--- config.mk ---
export PLATFORM = sky130hd
export DESIGN_NAME = crtc_text_pixelizer
export DESIGN_NICKNAME = d
export VERILOG_FILES = /design/src/rtl/crtc_text_pixelizer.sv
export SDC_FILE = /design/constraint.sdc
export NUM_CORES = 1
export LEC_CHECK = 0
export ABC_AREA = 1
export BUFFER_PORTS_ARGS = -buffer_cell sky130_fd_sc_hd__buf_2
export CORE_UTILIZATION = 55
export CTS_BUF_LIST = sky130_fd_sc_hd__clkbuf_16
export DETAILED_ROUTE_END_ITERATION = 12
export PLACE_DENSITY = 0.84
export RECOVER_POWER = 25
export SLEW_MARGIN = 40
export SYNTH_ARGS = -nofsm -noshare
export SYNTH_HDL_FRONTEND = slang
export SYNTH_SLANG_ARGS = --single-unit
--- constraint.sdc ---
create_clock -name CLOCK -period 2.1 [get_ports CLOCK]
set_input_delay 0.105 -clock CLOCK [delete_from_list [all_inputs] [get_ports CLOCK]]
set_output_delay 0.105 -clock CLOCK [all_outputs]
set_load 0.1 [all_outputs]
--- src/rtl/crtc_text_pixelizer.sv ---
`timescale 1ns/1ps
// -----------------------------------------------------------------------------
// crtc_text_pixelizer
//
// Purpose:
//   Text-mode pixel generator that sits behind a 6845-style CRTC. On each
//   character-clock enable it samples the CRTC address and timing signals. It
//   fetches the {attr,char} word from VRAM over a req/ack handshake, then reads
//   the glyph row from a synchronous font ROM. One character later it
//   serialises that glyph into 4-bit IRGB pixels on the pixel enable.
//
// Ports:
//   CLOCK, nRESET        system clock, synchronous active-low reset
//   CLKEN, PIXEN         character-clock enable and pixel enable
//   MA, RA               CRTC memory address and row address
//   DE, CURSOR           CRTC display enable and cursor
//   hsync_in, vsync_in   CRTC syncs
//   blink_en             1: attr[7] selects blink, 0: background intensity
//   border               IRGB colour shown while display enable is low
//   vram_req/addr/ack    VRAM fetch handshake
//   vram_data            {attr[15:8], char[7:0]}
//   rom_addr, rom_data   font ROM; data is valid one CLOCK after the address
//   pixel                IRGB output
//   de_out, hsync_out,
//   vsync_out            timing signals aligned with pixel
//   underrun             sticky flag: a fetch missed its character slot
//   underrun_clr         clears underrun (a new underrun event wins)
// -----------------------------------------------------------------------------
module crtc_text_pixelizer #(
  parameter int CHAR_W    = 8,
  parameter int FONT_RA_W = 3,
  parameter int ADDR_W    = 14
) (
  input  logic                   CLOCK,
  input  logic                   nRESET,
  input  logic                   CLKEN,
  input  logic                   PIXEN,
  input  logic [13:0]            MA,
  input  logic [4:0]             RA,
  input  logic                   DE,
  input  logic                   CURSOR,
  input  logic                   hsync_in,
  input  logic                   vsync_in,
  input  logic                   blink_en,
  input  logic [3:0]             border,
  output logic                   vram_req,
  output logic [ADDR_W-1:0]      vram_addr,
  input  logic                   vram_ack,
  input  logic [15:0]            vram_data,
  output logic [8+FONT_RA_W-1:0] rom_addr,
  input  logic [7:0]             rom_data,
  output logic [3:0]             pixel,
  output logic                   de_out,
  output logic                   hsync_out,
  output logic                   vsync_out,
  output logic                   underrun,
  input  logic                   underrun_clr
);

  typedef enum logic [1:0] {
    ST_IDLE = 2'd0,
    ST_WAIT = 2'd1,
    ST_FONT = 2'd2,
    ST_DONE = 2'd3
  } fetch_state_t;

  // ---------------------------------------------------------------------------
  // Registers
  // ---------------------------------------------------------------------------
  fetch_state_t            r_state;
  logic                    r_vram_req;
  logic                    r_restart;
  logic [ADDR_W-1:0]       r_vram_addr;
  logic [8+FONT_RA_W-1:0]  r_rom_addr;
  logic [7:0]              r_attr;
  logic [7:0]              r_glyph;

  logic [FONT_RA_W-1:0]    r_s1_ra;
  logic                    r_s1_de;
  logic                    r_s1_cursor;
  logic                    r_s1_hs;
  logic                    r_s1_vs;

  logic [7:0]              r_s2_attr;
  logic                    r_s2_de;
  logic                    r_s2_hs;
  logic                    r_s2_vs;

  logic [CHAR_W-1:0]       r_shift;
  logic [3:0]              r_pixel;
  logic [4:0]              r_frame;
  logic                    r_vs_d;
  logic                    r_underrun;

  // ---------------------------------------------------------------------------
  // Wires
  // ---------------------------------------------------------------------------
  fetch_state_t            w_state_next;
  logic                    w_req_next;
  logic                    w_underrun_evt;
  logic                    w_ack_take;
  logic                    w_cur_valid;
  logic [7:0]              w_cur_attr;
  logic [7:0]              w_cur_glyph;
  logic [7:0]              w_eff_glyph;
  logic [CHAR_W-1:0]       w_load_vec;
  logic                    w_unused_ra;

  // Only the low row bits address the font.
  assign w_unused_ra = ^RA[4:FONT_RA_W];

  // A character slot ends while its fetch is still outstanding.
  assign w_underrun_evt = CLKEN && ((r_state == ST_WAIT) || (r_state == ST_FONT));

  // An ack is only honoured while the request is actually on the bus and the
  // slot is not ending in the same cycle.
  assign w_ack_take = (r_state == ST_WAIT) && r_vram_req && vram_ack && !CLKEN;

  // The fetched word is only usable once the glyph has landed; IDLE (DE low),
  // WAIT and FONT all present a blank character.
  assign w_cur_valid = (r_state == ST_DONE);
  assign w_cur_attr  = w_cur_valid ? r_attr  : 8'h00;
  assign w_cur_glyph = w_cur_valid ? r_glyph : 8'h00;

  // Cursor overrides blink, blink overrides the fetched glyph.
  always_comb begin
    w_eff_glyph = w_cur_glyph;
    if (r_s1_cursor && r_frame[3]) begin
      w_eff_glyph = 8'hFF;
    end else if (blink_en && w_cur_attr[7] && r_frame[4]) begin
      w_eff_glyph = 8'h00;
    end
  end

  // Map the 8-bit glyph MSB-first onto a CHAR_W-wide shift word.
  for (genvar gi = 0; gi < CHAR_W; gi++) begin : g_load
    if (gi < 8) begin : g_bit
      assign w_load_vec[CHAR_W-1-gi] = w_eff_glyph[7-gi];
    end else begin : g_pad
      assign w_load_vec[CHAR_W-1-gi] = 1'b0;
    end
  end

  function automatic logic [3:0] f_colour(
    input logic       i_bit,
    input logic [7:0] i_attr,
    input logic       i_de,
    input logic       i_blink,
    input logic [3:0] i_border
  );
    logic [3:0] v_col;
    if (!i_de) begin
      v_col = i_border;
    end else if (i_bit) begin
      v_col = i_attr[3:0];
    end else if (i_blink) begin
      v_col = {1'b0, i_attr[6:4]};
    end else begin
      v_col = i_attr[7:4];
    end
    return v_col;
  endfunction

  // ---------------------------------------------------------------------------
  // Fetch FSM: next state and request
  // ---------------------------------------------------------------------------
  always_comb begin
    w_state_next = r_state;
    w_req_next   = r_vram_req;
    if (CLKEN) begin
      if (DE) begin
        w_state_next = ST_WAIT;
        // After an underrun the bus sees one idle cycle before the new request.
        w_req_next   = !w_underrun_evt;
      end else begin
        w_state_next = ST_IDLE;
        w_req_next   = 1'b0;
      end
    end else begin
      case (r_state)
        ST_WAIT: begin
          if (r_restart) begin
            w_req_next = 1'b1;
          end else if (w_ack_take) begin
            w_state_next = ST_FONT;
            w_req_next   = 1'b0;
          end
        end
        ST_FONT: w_state_next = ST_DONE;
        default: ;
      endcase
    end
  end

  always_ff @(posedge CLOCK) begin
    if (!nRESET) begin
      r_state    <= ST_IDLE;
      r_vram_req <= 1'b0;
      r_restart  <= 1'b0;
    end else begin
      r_state    <= w_state_next;
      r_vram_req <= w_req_next;
      r_restart  <= CLKEN && DE && w_underrun_evt;
    end
  end

  // ---------------------------------------------------------------------------
  // Datapath: sampling, fetch capture, stage 2, pixel serialiser, frame count
  // ---------------------------------------------------------------------------
  always_ff @(posedge CLOCK) begin
    if (!nRESET) begin
      r_vram_addr <= '0;
      r_rom_addr  <= '0;
      r_attr      <= 8'h00;
      r_glyph     <= 8'h00;
      r_s1_ra     <= '0;
      r_s1_de     <= 1'b0;
      r_s1_cursor <= 1'b0;
      r_s1_hs     <= 1'b0;
      r_s1_vs     <= 1'b0;
      r_s2_attr   <= 8'h00;
      r_s2_de     <= 1'b0;
      r_s2_hs     <= 1'b0;
      r_s2_vs     <= 1'b0;
      r_shift     <= '0;
      r_pixel     <= 4'h0;
      r_frame     <= 5'd0;
      r_vs_d      <= 1'b0;
      r_underrun  <= 1'b0;
    end else begin
      r_vs_d <= vsync_in;
      if (vsync_in && !r_vs_d) begin
        r_frame <= r_frame + 5'd1;
      end

      if (w_underrun_evt) begin
        r_underrun <= 1'b1;
      end else if (underrun_clr) begin
        r_underrun <= 1'b0;
      end

      if (CLKEN) begin
        // Stage 1: sample the CRTC for the character about to be fetched.
        r_s1_ra     <= RA[FONT_RA_W-1:0];
        r_s1_de     <= DE;
        r_s1_cursor <= CURSOR;
        r_s1_hs     <= hsync_in;
        r_s1_vs     <= vsync_in;
        if (DE) begin
          r_vram_addr <= MA[ADDR_W-1:0];
        end
        // Stage 2: retire the previous character into the output stage.
        r_s2_attr <= w_cur_attr;
        r_s2_de   <= r_s1_de;
        r_s2_hs   <= r_s1_hs;
        r_s2_vs   <= r_s1_vs;
      end

      if (w_ack_take) begin
        r_attr     <= vram_data[15:8];
        r_rom_addr <= {vram_data[7:0], r_s1_ra};
      end

      if ((r_state == ST_FONT) && !CLKEN) begin
        r_glyph <= rom_data;
      end

      if (PIXEN) begin
        if (CLKEN) begin
          // The load cycle already emits the glyph MSB with the new attribute.
          r_shift <= {w_load_vec[CHAR_W-2:0], 1'b0};
          r_pixel <= f_colour(w_load_vec[CHAR_W-1], w_cur_attr, r_s1_de,
                              blink_en, border);
        end else begin
          r_shift <= {r_shift[CHAR_W-2:0], 1'b0};
          r_pixel <= f_colour(r_shift[CHAR_W-1], r_s2_attr, r_s2_de,
                              blink_en, border);
        end
      end
    end
  end

  assign vram_req  = r_vram_req;
  assign vram_addr = r_vram_addr;
  assign rom_addr  = r_rom_addr;
  assign pixel     = r_pixel;
  assign de_out    = r_s2_de;
  assign hsync_out = r_s2_hs;
  assign vsync_out = r_s2_vs;
  assign underrun  = r_underrun;

endmodule
======== Word level (Yosys, flattened, before mapping) ========
Index checks and enable logic that the tools add are counted.
word-level totals
  logic and storage cells ................. 73
  output and inout port bits .............. 34
  register bits ........................... 82
cells by class
  equal/unequal tests ..................... 5
  add/subtract/negate cells ............... 1
  mux-type cells .......................... 24
  reductions and logical operators ........ 22
operators with widths
  kind                   number
  $mux W8                5
  $mux W4                7
  $logic_and A1 B1 Y1    11
  $mux W1                8
  $mux W2                3
  $ne A3 B3 Y1 const B   2
  $reduce_bool A3 Y1     2
  $add A5 B1 Y5 const B  1
  $eq A2 B2 Y1 const B   2
  $pmux W2 S2            1
  $reduce_and A2 Y1      2
  $reduce_bool A2 Y1     2
  $logic_not A1 Y1       3
  $reduce_and A3 Y1      1
  $eq A2 B1 Y1 const B   1
  $logic_or A1 B1 Y1     1

======== Depth between registers and ports, before layout ========
  depth after elaboration ................. 9
  mapped depth ............................ 11
  depth with buffers taken out ............ 10

======== Worst setup path before layout ========
Ideal clock, no wire load.
  kind .................................... flip-flop to flip-flop
  start ................................... register r_vram_req (netlist: vram_req)
  end ..................................... register r_rom_addr[10] (netlist: rom_addr[10])
  arrival time ............................ 1,850 ps
  buffers on the path ..................... 2
  slack ................................... 132 ps
  stages on the path, launching flop included .. 8
  library setup time ...................... 118 ps
  cells stage by stage .................... dfxtp_1 nand3_1 nor2_1 buf_4 inv_2 buf_6 nor2_1 nor2_1
between the ends
  longest elaborated chain between the ends .. 3
RTL lines
  element                            RTL line  source
  start: declaration                 71        logic r_vram_req;
  start signal: assignment           202       r_vram_req <= w_req_next;
  $logic_and A1 B1 Y1 (3 in series)  117       assign w_ack_take = (r_state == ST_WAIT) && r_vram_req && vram_ack && !CLKEN;
  end signal: assignment             261       r_rom_addr <= {vram_data[7:0], r_s1_ra};
  end: declaration                   74        logic [8+FONT_RA_W-1:0] r_rom_addr;
Every way passes these cells.
A chain may end at the register's enable or synchronous reset.

======== Worst setup path after layout ========
  start ................................... input port nRESET
  end ..................................... register r_underrun (netlist: underrun)
RTL lines
  element                 RTL line  source
  start: declaration      35        input logic nRESET,
  end signal: assignment  229       r_underrun <= 1'b0;
  end signal: assignment  237       r_underrun <= 1'b1;
  end signal: assignment  239       r_underrun <= 1'b0;
  end: declaration        93        logic r_underrun;
No word-level cell between the ends.

==> results.ini <==
[run_status]
status = finished clean

[sta]
tns_ps = 0
finClkSkew_ps = 3.803
finalCriticalPeriod_ps = 1647
max_freq_mhz = 607.2
hold_viol = 0
relSlewSlack_pct = 31.24
finalCritPeriodShare_pct = 78.42
finalSetupViolCount = 0
tightest_slew_ps = 1031
rsz0062_at_grt = false
report.final.slew_viol_count = 0

[logic_synthesis]
synth_common_cells = 99 x nor2_1, 82 x o21ai_0, 81 x dfxtp_1
syn_area_sq_um = 3213
synth_edf_count = 0
syn-num-nets = 488
synth_top_cell_by_area = dfxtp_1
synth_flop_cell = dfxtp_1
avgSynthCellArea_sq_um = 7.542
synth.top_cell.area_share_pct = 50.47
synth_warnings = 0
yosysMostFrequentCell = nor2_1
synthTopCellsByArea = dfxtp_1 50%, o21ai_0 13%, nor2_1 12%, nand2_1 5.6%, a21oi_1 3.3%
async_flop_share_pct = 0
ys_seq_area_share_pct = 50.47
synth-seq-cells = 81
synthCells = 426
synth_cell_types = 26

[finish]
utilization_pct = 71.87
drive_gt1_share_pct = 21.18
area_growth_syn_to_layout_pct = 24.69
n_antenna_cell = 0
fin_nets = 582

[clock_tree]
cts_tree = built
cts_root_buffer = clkbuf_16
clock-sinks = 81
cts_buffers = 9
post_cts_buffers = 0
clock_path_buffers = 2
clock_latency_ps = 330
htreeDepth = 3
clkTransAtPathRegs_ps = 60

[run]
cap_viol_max_count = 0

[worst_setup_path]
crit_fanout = 25
worstSetupStartpointType = primary input
end_kind = register
worstPathArrival_ps = 1880
cp_data_required_time_ps = 2330
setup.worst_path.class = primary input to register
worst-r2r-cell-count = 11

[detailed_routing]
wl_per_cell_um = 12.86
drc = 0
final_antenna_net_count = 0
via_per_inst = 5.208
vias = 3104
wl_mm = 7.666
drtPass1Iterations = 4
drt-initial-drc-count = 250

[min_path]
min_path_cells = 3
min_path_type = primary input to register

[die]
rows = 27
pin_count = 92
dieArea_sq_um = 6151
die_w_um = 78.43
die_h_um = 78.43
initial_core_util_pct = 57.64
core_area_sq_um = 5574

[placed_design]
post-dp-hpwl_mm = 5.189
gp_congestion = 0.9175
portBuffers = 89

[power]
peakVddDrop_mv = 0.6331
power_w = 0.003529
p_per_area_nw_per_um2 = 880.8
leakagePower_nw = 1.865

[grt]
grt_pass1_vias = 2915
track_usage_pct = 27.05
antenna_found_initial = 0
grt_pass1_wl_mm = 12.92
grt_max_degree = 26
grt_overflow_total = 0

## cells in the final DEF (no fill, tap or decap)
master,count
nor2_1,99
ha_1,4
clkbuf_16,9
a22o_1,1
a21oi_1,21
o21ai_0,82
o21ai_4,1
inv_2,2
inv_1,29
nand3_1,20
o22ai_1,6
o211ai_1,3
o32ai_1,1
clkbuf_1,5
clkinvlp_4,1
buf_4,6
nand2_4,1
a21oi_2,1
dfxtp_1,81
nor3_1,3
nand2_2,1
nand2_1,48
clkinv_2,2
clkinv_1,2
buf_2,86
o21ai_1,2
dlygate4sd3_1,6
nor2_4,1
## worst max-delay path: stages
cell and delay, ps:
clkbuf_1 740, clkinv_1 640, o32ai_1 380
## where the power goes
group	switching, W	internal (W)	total, W
Sequential	0.0000373	0.00161	0.00164
Combinational	0.000397	0.000132	0.000530
Clock	0.000580	0.000776	0.00136
Total	0.00101	0.00251	0.00353
## state kept, by name (all words and copies together) (netlist names), 4 cells and up
name	cells
vram_addr	14
r_s2_attr	8
pixel	4
r_attr	8
r_frame	5
rom_addr	11
r_shift	7
r_glyph	8
## path summary, 6_finish.rpt
| kind | end | slack, ps | from |
|---|---|---|---|
| max | underrun | 450 | nRESET |
| min | rom_addr[8] | 1 | vram_data[5] |
| min reg2reg | r_s1_vs | 470 | r_s1_vs |
| max reg2reg | pixel[0] | 490 | r_state[0] |
## cells by family (layout without fill, tap and decap cells)
family,Yosys count,after routing,synth area share (%)
AOI/OAI and AO/OA,118,118,19.55
adders and majority gates,4,4,1.558
buffers and inverters,50,148,6.775
DFF,81,81,50.47
and+or+nand+nor,173,173,21.65
## area by class of cell
class	instances	area (sq um)
clock buffer	9	225.2
clock inverter	6	28.78
fill	431	1568
inverter	30	112.6
multi-input combinational	295	1374
sequential	81	1622
tap	72	90.09
timing repair buffer	103	554.3
## metrics by stage
step | setup WS (ps) | cell area [sq um] | hold slack, ps | cells
final | 453.1 | 4006 | 1.135 | 596
after global routing | 250.0 | 4006 | 10.54 | 596
after CTS | 512.8 | 4018 | 0.1187 | 596
after detailed placement | 528.0 | 3704 | 308.4 | 575
after global placement | 553.9 | 3704 | 300.1 | 575
after floorplan | 132.5 | 3213 | 198.5 | 426
## timing repair
action                     CTS  global route
setup endpoints to repair    0             0
hold buffers                 6             0
hold endpoints to repair     6             0
gates resized for setup      0             0
## per-layer routing
| layer | part of all wire, % | vias to the layer above | wire length [um] | global-route usage, % |
|---|---|---|---|---|
| met4 | 2.1 | 0 | 161 | 12.41 |
| met2 | 47 | 104 | 3623 | 43.77 |
| li1 | - | 1583 | - | - |
| met5 | 0 | - | 0 | 0 |
| met3 | 5.9 | 14 | 456 | 5.930 |
| met1 | 45 | 1403 | 3425 | 34.44 |
Power figures use the tool's default switching activity.
